$ cat config.mk
export PLATFORM = sky130hd
export DESIGN_NAME = cache_line_controller
export DESIGN_NICKNAME = d
export VERILOG_FILES = /design/src/rtl/cache_line_controller.sv
export SDC_FILE = /design/constraint.sdc
export NUM_CORES = 1
export LEC_CHECK = 0
export ABC_AREA = 1
export BUFFER_PORTS_ARGS = -buffer_cell sky130_fd_sc_hd__buf_2
export CAP_MARGIN = 20
export CELL_PAD_IN_SITES_DETAIL_PLACEMENT = 2
export CELL_PAD_IN_SITES_GLOBAL_PLACEMENT = 2
export CORE_ASPECT_RATIO = 0.9
export CORE_UTILIZATION = 27
export CTS_CLUSTER_DIAMETER = 40
export DETAILED_ROUTE_END_ITERATION = 12
export PLACE_DENSITY_LB_ADDON = 0.2
export SLEW_MARGIN = 10
export SYNTH_ARGS = -nofsm -noshare
export SYNTH_HDL_FRONTEND = slang
export SYNTH_SLANG_ARGS = --single-unit
$ cat constraint.sdc
create_clock -name clk -period 2 [get_ports clk]
set_input_delay 0.3 -clock clk [delete_from_list [all_inputs] [get_ports clk]]
set_output_delay 0.3 -clock clk [all_outputs]
set_load 0.05 [all_outputs]
$ cat src/rtl/cache_line_controller.sv
// -----------------------------------------------------------------------------
// cache_line_controller
//
// Sequencing FSM for the two-way set-associative LC-3b cache. It sits between
// the CPU memory port and physical memory, beside the cache datapath arrays.
// It detects hit/miss, updates LRU, orders a dirty-victim writeback ahead of the
// line fill, and drives the address-mux and victim-way selects consumed by the
// line address generator.
//
// Ports:
//   clk, reset            rising-edge clock, synchronous active-high reset
//   mem_read, mem_write   CPU request (both high is treated as a write)
//   hit0, hit1            per-way valid & tag match for the current set
//   lru                   LRU bit of the current set (0 = way0 is victim)
//   valid_victim,
//   dirty_victim          status bits of the way selected by victim_way
//   pmem_resp             physical memory transfer done (one-cycle pulse)
//   mem_resp              CPU request complete (same cycle on a hit)
//   pmem_read, pmem_write physical line read / write requests
//   pmem_address_sel      0 = CPU address, 1 = victim line address
//   victim_way            way chosen for writeback / allocate
//   load_data, data_sel   per-way data write enable, 0 = CPU merge, 1 = pmem line
//   load_tag              per-way tag/valid write enable
//   set_dirty, clear_dirty per-way dirty bit set / clear
//   load_lru, lru_in      LRU write enable and new LRU value
//   hit_count, miss_count saturating performance counters
// -----------------------------------------------------------------------------
module cache_line_controller #(
   parameter int CNT_WIDTH = 16
) (
   input  logic                 clk,
   input  logic                 reset,
   input  logic                 mem_read,
   input  logic                 mem_write,
   input  logic                 hit0,
   input  logic                 hit1,
   input  logic                 lru,
   input  logic                 valid_victim,
   input  logic                 dirty_victim,
   input  logic                 pmem_resp,
   output logic                 mem_resp,
   output logic                 pmem_read,
   output logic                 pmem_write,
   output logic                 pmem_address_sel,
   output logic                 victim_way,
   output logic [1:0]           load_data,
   output logic                 data_sel,
   output logic [1:0]           load_tag,
   output logic [1:0]           set_dirty,
   output logic [1:0]           clear_dirty,
   output logic                 load_lru,
   output logic                 lru_in,
   output logic [CNT_WIDTH-1:0] hit_count,
   output logic [CNT_WIDTH-1:0] miss_count
);

   typedef enum logic [1:0] {
      IDLE,
      WRITEBACK,
      ALLOCATE
   } state_t;

   localparam logic [CNT_WIDTH-1:0] CNT_ONE = CNT_WIDTH'(1);

   state_t state;
   logic   victim_q;
   logic   request;
   logic   hit;
   logic   hit_way;

   assign request = mem_read | mem_write;
   assign hit     = hit0 | hit1;
   // Way0 takes priority when both ways report a match.
   assign hit_way = ~hit0;

   // State, latched victim and performance counters. The victim is captured on
   // miss detection so later LRU updates to the set cannot retarget the fill.
   always_ff @(posedge clk) begin
      if (reset) begin
         state      <= IDLE;
         victim_q   <= 1'b0;
         hit_count  <= '0;
         miss_count <= '0;
      end else begin
         case (state)
            IDLE: begin
               if (request) begin
                  if (hit) begin
                     if (hit_count != '1) hit_count <= hit_count + CNT_ONE;
                  end else begin
                     victim_q <= lru;
                     if (miss_count != '1) miss_count <= miss_count + CNT_ONE;
                     state <= (valid_victim && dirty_victim) ? WRITEBACK : ALLOCATE;
                  end
               end
            end
            WRITEBACK: begin
               if (pmem_resp) state <= ALLOCATE;
            end
            ALLOCATE: begin
               if (pmem_resp) state <= IDLE;
            end
            default: state <= IDLE;
         endcase
      end
   end

   // Output decode. Hits and the fill-completion writes must happen in the same
   // cycle as their trigger, so these depend on inputs as well as state. In
   // IDLE the victim select follows lru so valid_victim/dirty_victim describe
   // the way a miss would evict. Everything is held at 0 while reset is high.
   always_comb begin
      mem_resp         = 1'b0;
      pmem_read        = 1'b0;
      pmem_write       = 1'b0;
      pmem_address_sel = 1'b0;
      victim_way       = 1'b0;
      load_data        = 2'b00;
      data_sel         = 1'b0;
      load_tag         = 2'b00;
      set_dirty        = 2'b00;
      clear_dirty      = 2'b00;
      load_lru         = 1'b0;
      lru_in           = 1'b0;
      if (!reset) begin
         case (state)
            IDLE: begin
               victim_way = lru;
               if (request && hit) begin
                  mem_resp = 1'b1;
                  load_lru = 1'b1;
                  lru_in   = ~hit_way;
                  if (mem_write) begin
                     load_data = hit_way ? 2'b10 : 2'b01;
                     set_dirty = hit_way ? 2'b10 : 2'b01;
                  end
               end
            end
            WRITEBACK: begin
               victim_way       = victim_q;
               pmem_write       = 1'b1;
               pmem_address_sel = 1'b1;
            end
            ALLOCATE: begin
               victim_way = victim_q;
               pmem_read  = 1'b1;
               if (pmem_resp) begin
                  load_data   = victim_q ? 2'b10 : 2'b01;
                  data_sel    = 1'b1;
                  load_tag    = victim_q ? 2'b10 : 2'b01;
                  clear_dirty = victim_q ? 2'b10 : 2'b01;
               end
            end
            default: begin
               victim_way = 1'b0;
            end
         endcase
      end
   end

endmodule

==> results.yml, run 1 <==
yosys:
  synth_adder_area_share: 0.0328
  yosysSeqAreaShare: 0.306
  synth-simple-area-share: 0.418
  ys.flop_type: "dfxtp_1"
  yosysTopAreaCell: "dfxtp_1"
  synth_nets: 380
  synth_area_um2: 2290
  synth_commonest_cells: "nand2_1, nor2_1, dfxtp_1"
  synth_top_family_by_area: "simple AND/OR/NAND/NOR gates"
  synth.most_common_cell: "nand2_1"
  synthDistinctLibCells: 26
  ys_seq_elements: 35
  synth_mux_area_frac: 0
  yosys_warnings: 0
  synth_xor_area_frac: 0.0420
  synthDominantCellAreaShare: 0.306
  async_flop_share: 0
  synthCells: 364
  synth_edf_count: 0
  synth.avg_cell_area_um2: 6.30
  synth-compound-area-share: 0.102
  synth.area.top_cells: "dfxtp_1, nand2_1, nor2_1"
layout:
  area_growth_pct: 20.9
  post-route-util: 0.340
  drive_gt1_frac: 0.229
  nets: 436
  n_fill_cell: 1040
  num_antenna_cells: 0
critical_path:
  crit_path_end_kind: "primary output"
  crit_buf_inv: 2
  cp-start-kind: "register"
  crit_start: "state[0]$_SDFFE_PP0P_"
  slowest_delay_ns: 0.34
  cp_max_fo: 7
  cp_num_cells: 5
  worstSetupPathType: "register to primary output"
  r2r.worst_path.cells: 9
  r2r_start: "state[0]$_SDFFE_PP0P_"
  worst_ep_required_time_ns: 1.70
  critical_path.top_delay_family: "buffers and inverters"
  arrival_ns: 1.60
  critical-path-slowest-cell: "dfxtp_1"
  path_cells: "inv_1 > ha_2 > nand4_1 > a21oi_1 > buf_2"
die:
  die_y_um: 89.4
  die_w_um: 99.1
  die_area_um2: 8860
  ios: 58
  fp.coreArea_um2: 8150
  num_rows: 31
  initial_utilization: 0.281
grt:
  grt-ovfl-total: 0
  grt_pass1_wl_mm: 12.1
  grt_max_degree: 24
  track_usage: 0.174
  grt_pass1_vias: 2511
  antenna_found_initial: 0
pwr:
  p_leak_nw: 1.20
  powerDensity_nw_per_um2: 600
  peakVddDrop_uv: 251
cts:
  cts.clk_slew.worst_paths_ns: 0.08
  cts.sinks: 35
  h-tree-depth: 2
  cts_made_buffers: 5
  cts.path.max_buffers: 2
  cts_hold_buffers: 0
  cts_tree: "yes"
  cts_root_buf: "clkbuf_8"
  clk_latency_ns: 0.29
timing:
  slew_headroom: 0.672
  rsz0062_at_grt: "true"
  drv_slew: 0
  finalCritPeriodShare: 0.952
  max_freq_mhz: 525
  skew_ns: 0.00600
  min_period_ns: 1.90
  holdWs_ns: 0.357
  setup_tns_ns: 0
  hold_viol: 0
  worst_slew_pin_slew_ns: 0.491
  setup_viol: 0
run:
  maxCapViolations: 0
detailed_routing:
  drt_iter0_drc: 56
  wirelength_mm: 7.44
  avgViaCountPerCell: 4.82
  drtPass1Iterations: 4
  drcViolationCount: 0
  ant_nets: 0
  avgRoutedWirePerCell_um: 14.3
  dr_total_vias: 2500
hold_path:
  hp-start: "lru"
  worstHoldPathCells: 3
  hold_class: "input pin to register"
placed_design:
  io_buffers: 57
  gp_congestion: 0.788
  dp_hpwl_mm: 5.78
run_status:
  outcome: "finished, final reports clean"
-- final cells by class --
class                   instances  area [um^2]  share of cell area
clock buffers                   6         82.6              0.0298
clock inverters                 1         5.00             0.00181
inverters                      37          139              0.0501
multi-input cells             279         1380               0.498
flip-flops and latches         35          701               0.253
well taps                      99          124              0.0447
repair buffers                 62          340               0.123
-- stage by stage --
| stage | setup slack [ns] | instance area [um^2] | total power, mW | instances |
|---|---|---|---|---|
| 2_1_floorplan | -0.0504 | 2300 | 1.04 | 364 |
| 3_3_place_gp | 0.248 | 2660 | 1.12 | 512 |
| 3_5_place_dp | 0.117 | 2660 | 1.13 | 512 |
| 4_1_cts | 0.0407 | 2750 | 1.68 | 519 |
| 5_1_grt | -0.0115 | 2770 | 1.74 | 519 |
| 6_report | 0.0969 | 2770 | 1.66 | 519 |
-- worst paths after layout --
check | endpoint | slack (ns)
worst max-delay path | load_data[1] | 0.1
worst min-delay path | victim_q$_SDFFE_PP0P_ | 0.36
worst max register to register | miss_count[13]$_SDFFE_PP0P_ | 0.20
worst min register to register | miss_count[3]$_SDFFE_PP0P_ | 0.54
-- layout by cell type, fill, tap and decap left out, drive strengths merged, types with 12 or more instances in the layout --
master | synthesis | final
clkbuf | 4 | 12
a21oi | 31 | 31
dfxtp | 35 | 35
buf | 9 | 56
nand2 | 117 | 117
nand3 | 25 | 25
nor2 | 65 | 65
inv | 35 | 35
-- per-layer routing --
layer / global-route usage / vias to the layer above / wire (um)
met5: 0 / - / 0
met4: 0.0401 / 0 / 59
met3: 0.0297 / 6 / 245
met2: 0.307 / 44 / 3510
met1: 0.224 / 1197 / 3620
li1: - / 1253 / -
-- cell families (layout without fill, tap and decap cells) --
kind of cell	after synthesis	count (layout)
simple gates	221	221
compound gates	41	41
buf+inv	50	106
fa+ha+maj	6	6
flops	35	35
xor+xnor	11	11
-- power by group --
| part | total (mW) | switching [mW] | internal, mW | leakage, nW |
|---|---|---|---|---|
| registers | 0.735 | 0.0205 | 0.714 | 0.283 |
| clock network | 0.553 | 0.282 | 0.271 | 0.0470 |
| logic | 0.376 | 0.280 | 0.0963 | 0.865 |
| total | 1.66 | 0.583 | 1.08 | 1.20 |
-- what timing repair did --
| action | in CTS | in global routing |
|---|---|---|
| buffers inserted | 0 | 0 |
| gates resized for setup | 2 | 7 |
| setup endpoints to repair | 4 | 10 |
| pin swaps | 0 | 1 |
| hold endpoints to repair | 0 | 0 |
-- state kept, by name (all words and copies together), names as in the netlist --
name	cells
state	2
victim_q	1
miss_count	16
hit_count	16
-- worst register-to-register path, stage by stage (launching register included) --
cell     delay [ns]
dfxtp_1        0.34
inv_1          0.11
ha_2           0.27
inv_2          0.04
nor2_1         0.12
nand2_2        0.12
nor2_4         0.41
nand3_1        0.15
nand2_1        0.09
nor2_1         0.04
Power figures use the tool's default switching activity.
==> inputs of run 2 (changes only) <==
==> constraint.sdc (replaced) <==
create_clock -name clk -period 2 [get_ports clk]
set_input_delay 0.3 -clock clk [delete_from_list [all_inputs] [get_ports clk]]
set_output_delay 0.3 -clock clk [all_outputs]
set_load 0.005 [all_outputs]
==> run 2 against run 1 <==
Register-to-register slack got worse by 0.04 ns. Combinational power shrank 31%. Count of clock-buffer cells in the layout rose by 2. Critical endpoint is now lru_in. Largest power group unchanged. Highest routed layer unchanged.
==> results.yml, run 2 (synthesis gave the netlist of run 1 again) <==
critical_path:
  critical_path.top_delay_family: "simple AND/OR/NAND/NOR gates"
  crit_buf_inv: 2
  cp-start-kind: "register"
  slowest_delay_ns: 0.34
  worstSetupPathType: "register to primary output"
  cp_max_fo: 7
  crit_path_end_kind: "primary output"
  arrival_ns: 1.59
  r2r.worst_path.cells: 9
  worst_ep_required_time_ns: 1.70
  path_cells: "inv_1 > ha_1 > nand2_1 > nor3_1 > buf_2"
  critical-path-slowest-cell: "dfxtp_1"
  cp_num_cells: 5
cts:
  h-tree-depth: 2
  cts_made_buffers: 5
  cts.path.max_buffers: 2
  cts_setup_buffers: 0
  cts_tree: "yes"
  cts_root_buf: "clkbuf_8"
  cts_resized: 0
  clk_latency_ns: 0.29
  cts_hold_buffers: 0
  cts.sinks: 35
  cts.clk_slew.worst_paths_ns: 0.08
pwr:
  power.total_mw: 1.58
  powerDensity_nw_per_um2: 571
  p_leak_nw: 1.21
  peakVddDrop_uv: 246
timing:
  holdWs_ns: 0.318
  rsz0062_at_grt: "false"
  finalCritPeriodShare: 0.943
  skew_ns: 0.00641
  min_period_ns: 1.89
  setup_viol: 0
  max_freq_mhz: 530
  setup_tns_ns: 0
  worst_slew_pin_slew_ns: 0.480
  setup_ws_ns: 0.115
  slew_headroom: 0.679
  drv_slew: 0
  hold_viol: 0
detailed_routing:
  drtPass1Iterations: 4
  ant_nets: 0
  avgViaCountPerCell: 4.75
  drt_iter0_drc: 57
  wirelength_mm: 7.45
  avgRoutedWirePerCell_um: 14.3
  drcViolationCount: 0
  dr_total_vias: 2481
placed_design:
  gp_congestion: 0.755
  io_buffers: 57
  dp_hpwl_mm: 5.86
  pre_cts_ws_ns: 0.134
layout:
  n_fill_cell: 1031
  nets: 438
  drive_gt1_frac: 0.220
  final_cell_mix: "nand2_1, buf_2, nor2_1"
  layout_commonest_cell: "nand2_1"
  num_antenna_cells: 0
  area_growth_pct: 20.6
  top_regs: "hit_count (16), miss_count (16), state (2)"
die:
  fp.coreArea_um2: 8150
  num_rows: 31
  ios: 58
  die_y_um: 89.4
  initial_utilization: 0.281
  die_area_um2: 8860
  die_w_um: 99.1
grt:
  track_usage: 0.175
  grt_max_degree: 21
  grt_pass1_wl_mm: 12.2
  grt_pass1_vias: 2527
  antenna_found_initial: 0
  grt-ovfl-total: 0
hold_path:
  worstHoldPathCells: 3
  hold_class: "input pin to register"
run:
  maxCapViolations: 0
run_status:
  outcome: "finished, final reports clean"
-- run 2: cell types whose count changed in the layout (fill, tap and decap cells not counted), sizes merged --
cell	before	now
buf	56	64
clkinv	3	2
clkbuf	12	8
-- run 2: area by class of cell --
cell class | count | area (um^2) | share of cell area
Clock buffer | 8 | 100 | 0.0362
Inverter | 37 | 139 | 0.0502
Multi-Input combinational cell | 279 | 1360 | 0.493
Sequential cell | 35 | 701 | 0.254
Tap cell | 99 | 124 | 0.0448
Timing Repair Buffer | 64 | 338 | 0.122
-- run 2: final timing paths --
| path | slack [ns] | from | end |
|---|---|---|---|
| setup / recovery | 0.11 | state[0]$_SDFFE_PP0P_ | lru_in |
| hold / removal | 0.32 | lru | victim_q$_SDFFE_PP0P_ |
| setup reg to reg | 0.16 | state[0]$_SDFFE_PP0P_ | miss_count[15]$_SDFFE_PP0P_ |
| hold reg to reg | 0.52 | victim_q$_SDFFE_PP0P_ | victim_q$_SDFFE_PP0P_ |
-- run 2: per-layer routing --
| metal | track usage | vias to the layer above | wire [um] |
|---|---|---|---|
| met5 | 0 | - | 0 |
| met1 | 0.226 | 1172 | 3760 |
| met3 | 0.0289 | 6 | 250 |
| met4 | 0.0361 | 0 | 58 |
| li1 | - | 1260 | - |
| met2 | 0.311 | 43 | 3380 |
-- run 2: power by group --
part | internal, mW | total [mW] | leakage [nW] | switching [mW]
clock | 0.315 | 0.584 | 0.0515 | 0.269
sequential | 0.714 | 0.733 | 0.283 | 0.0184
combinational | 0.0878 | 0.261 | 0.877 | 0.173
-- run 2: worst register-to-register path, stage by stage, from the launching register on --
cell	delay [ns]
dfxtp_1	0.34
inv_1	0.11
ha_1	0.31
inv_2	0.04
nor2_1	0.13
nand2_2	0.12
nor2_4	0.40
nand3_1	0.13
nand2_1	0.09
nor2_1	0.05
-- run 2: stage by stage --
stage	std cells	util	cell area (um^2)
after floorplan	364	-	2290
after global placement	514	0.327	2660
after detailed placement	514	0.327	2660
after CTS	522	0.339	2760
after global routing	522	0.339	2760
final	522	0.339	2760
==> inputs of run 3 (changes only) <==
--- a/config.mk
+++ b/config.mk
@@ -10,7 +10,7 @@
 export CAP_MARGIN = 20
 export CELL_PAD_IN_SITES_DETAIL_PLACEMENT = 2
 export CELL_PAD_IN_SITES_GLOBAL_PLACEMENT = 2
-export CORE_ASPECT_RATIO = 0.9
+export CORE_ASPECT_RATIO = 1.75
 export CORE_UTILIZATION = 27
 export CTS_CLUSTER_DIAMETER = 40
 export DETAILED_ROUTE_END_ITERATION = 12
==> run 3 against run 2 <==
Count of clock-buffer cells in the layout decreased by 2. Clock power grew 33%. Flip-flop and latch count did not move. Global-route usage increased by 2.3 points. Clock skew is 0.0028 ns higher. Utilization increased by 1.0 points. Largest cell class unchanged.
==> results.yml, run 3 (synthesis gave the netlist of run 1 again) <==
pwr:
  switching_share: 0.287
  switchingPower_mw: 0.511
  p_leak_nw: 1.29
  p_comb_frac: 0.153
  peakVddDrop_uv: 277
  seq_power_share: 0.412
  powerDensity_nw_per_um2: 618
  intPower_mw: 1.27
  power_frac_clock: 0.435
cts:
  cts.path.max_buffers: 2
  h-tree-depth: 2
  cts_tree: "yes"
  cts_made_buffers: 5
  cts.sinks: 35
  clk_latency_ns: 0.29
  cts.clk_slew.worst_paths_ns: 0.05
  cts_resized: 0
  cts_setup_buffers: 0
  cts_hold_buffers: 0
  cts_root_buf: "clkbuf_16"
die:
  die_w_um: 71.7
  fp.coreArea_um2: 8260
  ios: 58
  die_y_um: 124
  die_area_um2: 8880
  initial_utilization: 0.278
  num_rows: 44
layout:
  drive_gt1_frac: 0.241
  fin_cells: 527
  area_growth_pct: 25.9
  final_cell_mix: "nand2_1, buf_2, nor2_1"
  top_regs: "hit_count (16), miss_count (16), state (2)"
  nets: 450
  layout_commonest_cell: "nand2_1"
  num_antenna_cells: 0
critical_path:
  crit_buf_inv: 2
  critical_path.top_delay_family: "flip-flops"
  arrival_ns: 1.58
  path_cells: "inv_1 > ha_1 > nand4_1 > a21oi_1 > buf_2"
  slowest_delay_ns: 0.33
  crit_path_end_kind: "primary output"
  worst_ep_required_time_ns: 1.70
  cp-start-kind: "register"
  critical-path-slowest-cell: "dfxtp_1"
  cp_max_fo: 7
  worstSetupPathType: "register to primary output"
grt:
  grt_max_degree: 20
  antenna_found_initial: 0
  grt_pass1_vias: 2801
  track_usage: 0.198
  grt_pass1_wl_mm: 13.5
  grt-ovfl-total: 0
detailed_routing:
  ant_nets: 0
  wirelength_mm: 8.23
  avgRoutedWirePerCell_um: 15.6
  drt_iter0_drc: 67
  dr_total_vias: 2591
  drtPass1Iterations: 4
  avgViaCountPerCell: 4.92
  drcViolationCount: 0
timing:
  slew_headroom: 0.654
  rsz0062_at_grt: "false"
  hold_viol: 0
  max_freq_mhz: 533
  skew_ns: 0.00921
  drv_slew: 0
  finalCritPeriodShare: 0.938
  worst_slew_pin_slew_ns: 0.519
  setup_viol: 0
  setup_tns_ns: 0
  min_period_ns: 1.88
placed_design:
  gp_congestion: 0.705
  io_buffers: 57
  place_inst: 515
  dp_hpwl_mm: 6.46
run:
  maxCapViolations: 0
run_status:
  outcome: "finished, final reports clean"
hold_path:
  hold_class: "input pin to register"
[run 3: cell count changes in the layout (fill, tap and decap cells not counted)]
| cell | delta |
|---|---|
| clkbuf_8 | -7 |
| clkinvlp_4 | +1 |
| clkbuf_16 | +5 |
| clkinv_2 | +1 |
| buf_4 | +12 |
[run 3: worst reg2reg max path: cells and delay by family, from the launching register on]
| family | cells | cell delay (ns) |
|---|---|---|
| fa+ha+maj | 1 | 0.26 |
| compound gates | 1 | 0.18 |
| flops | 1 | 0.40 |
| buf+inv | 1 | 0.18 |
| simple gates | 6 | 0.69 |
[run 3: power by group through the flow]
stage / registers (mW) / logic [mW] / clock network (mW)
3_3_place_gp: 0.748 / 0.264 / 0
4_1_cts: 0.735 / 0.272 / 0.799
5_1_grt: 0.737 / 0.309 / 0.826
3_5_place_dp: 0.751 / 0.271 / 0
6_report: 0.735 / 0.273 / 0.775
2_1_floorplan: 0.749 / 0.178 / 0
[run 3: final timing paths]
kind	from	to	slack (ns)	cells after the start
max	state[0]$_SDFFE_PP0P_	load_data[1]	0.12	5
min	lru	victim_q$_SDFFE_PP0P_	0.33	3
max reg2reg	miss_count[1]$_SDFFE_PP0P_	miss_count[13]$_SDFFE_PP0P_	0.21	9
min reg2reg	victim_q$_SDFFE_PP0P_	victim_q$_SDFFE_PP0P_	0.52	2
[run 3: stage by stage]
step	area (um^2)	utilization	total power, mW	hold slack [ns]	worst slack (ns)
2_1_floorplan	2290	-	0.928	0.467	0.404
3_3_place_gp	2720	0.329	1.01	0.504	0.218
3_5_place_dp	2720	0.329	1.02	0.509	0.0868
4_1_cts	2860	0.346	1.81	0.325	0.0837
5_1_grt	2890	0.350	1.87	0.361	0.00970
6_report	2890	0.350	1.78	0.329	0.124
[run 3: layout make-up]
| type | instances | area (um^2) |
|---|---|---|
| clock buffer | 6 | 129 |
| clock inverter | 2 | 12.5 |
| fill | 1063 | 5370 |
| inverter | 37 | 139 |
| multi-input combinational | 279 | 1360 |
| sequential | 35 | 701 |
| tap | 92 | 115 |
| timing repair buffer | 76 | 428 |
[run 3: routing by layer]
metal	routed length, um	share of wire	up-vias	GRT usage
li1	-	-	1287	-
met1	3080	0.37	1255	0.188
met2	4800	0.58	38	0.415
met3	203	0.025	11	0.0291
met4	150	0.018	0	0.0686
met5	0	0	-	0
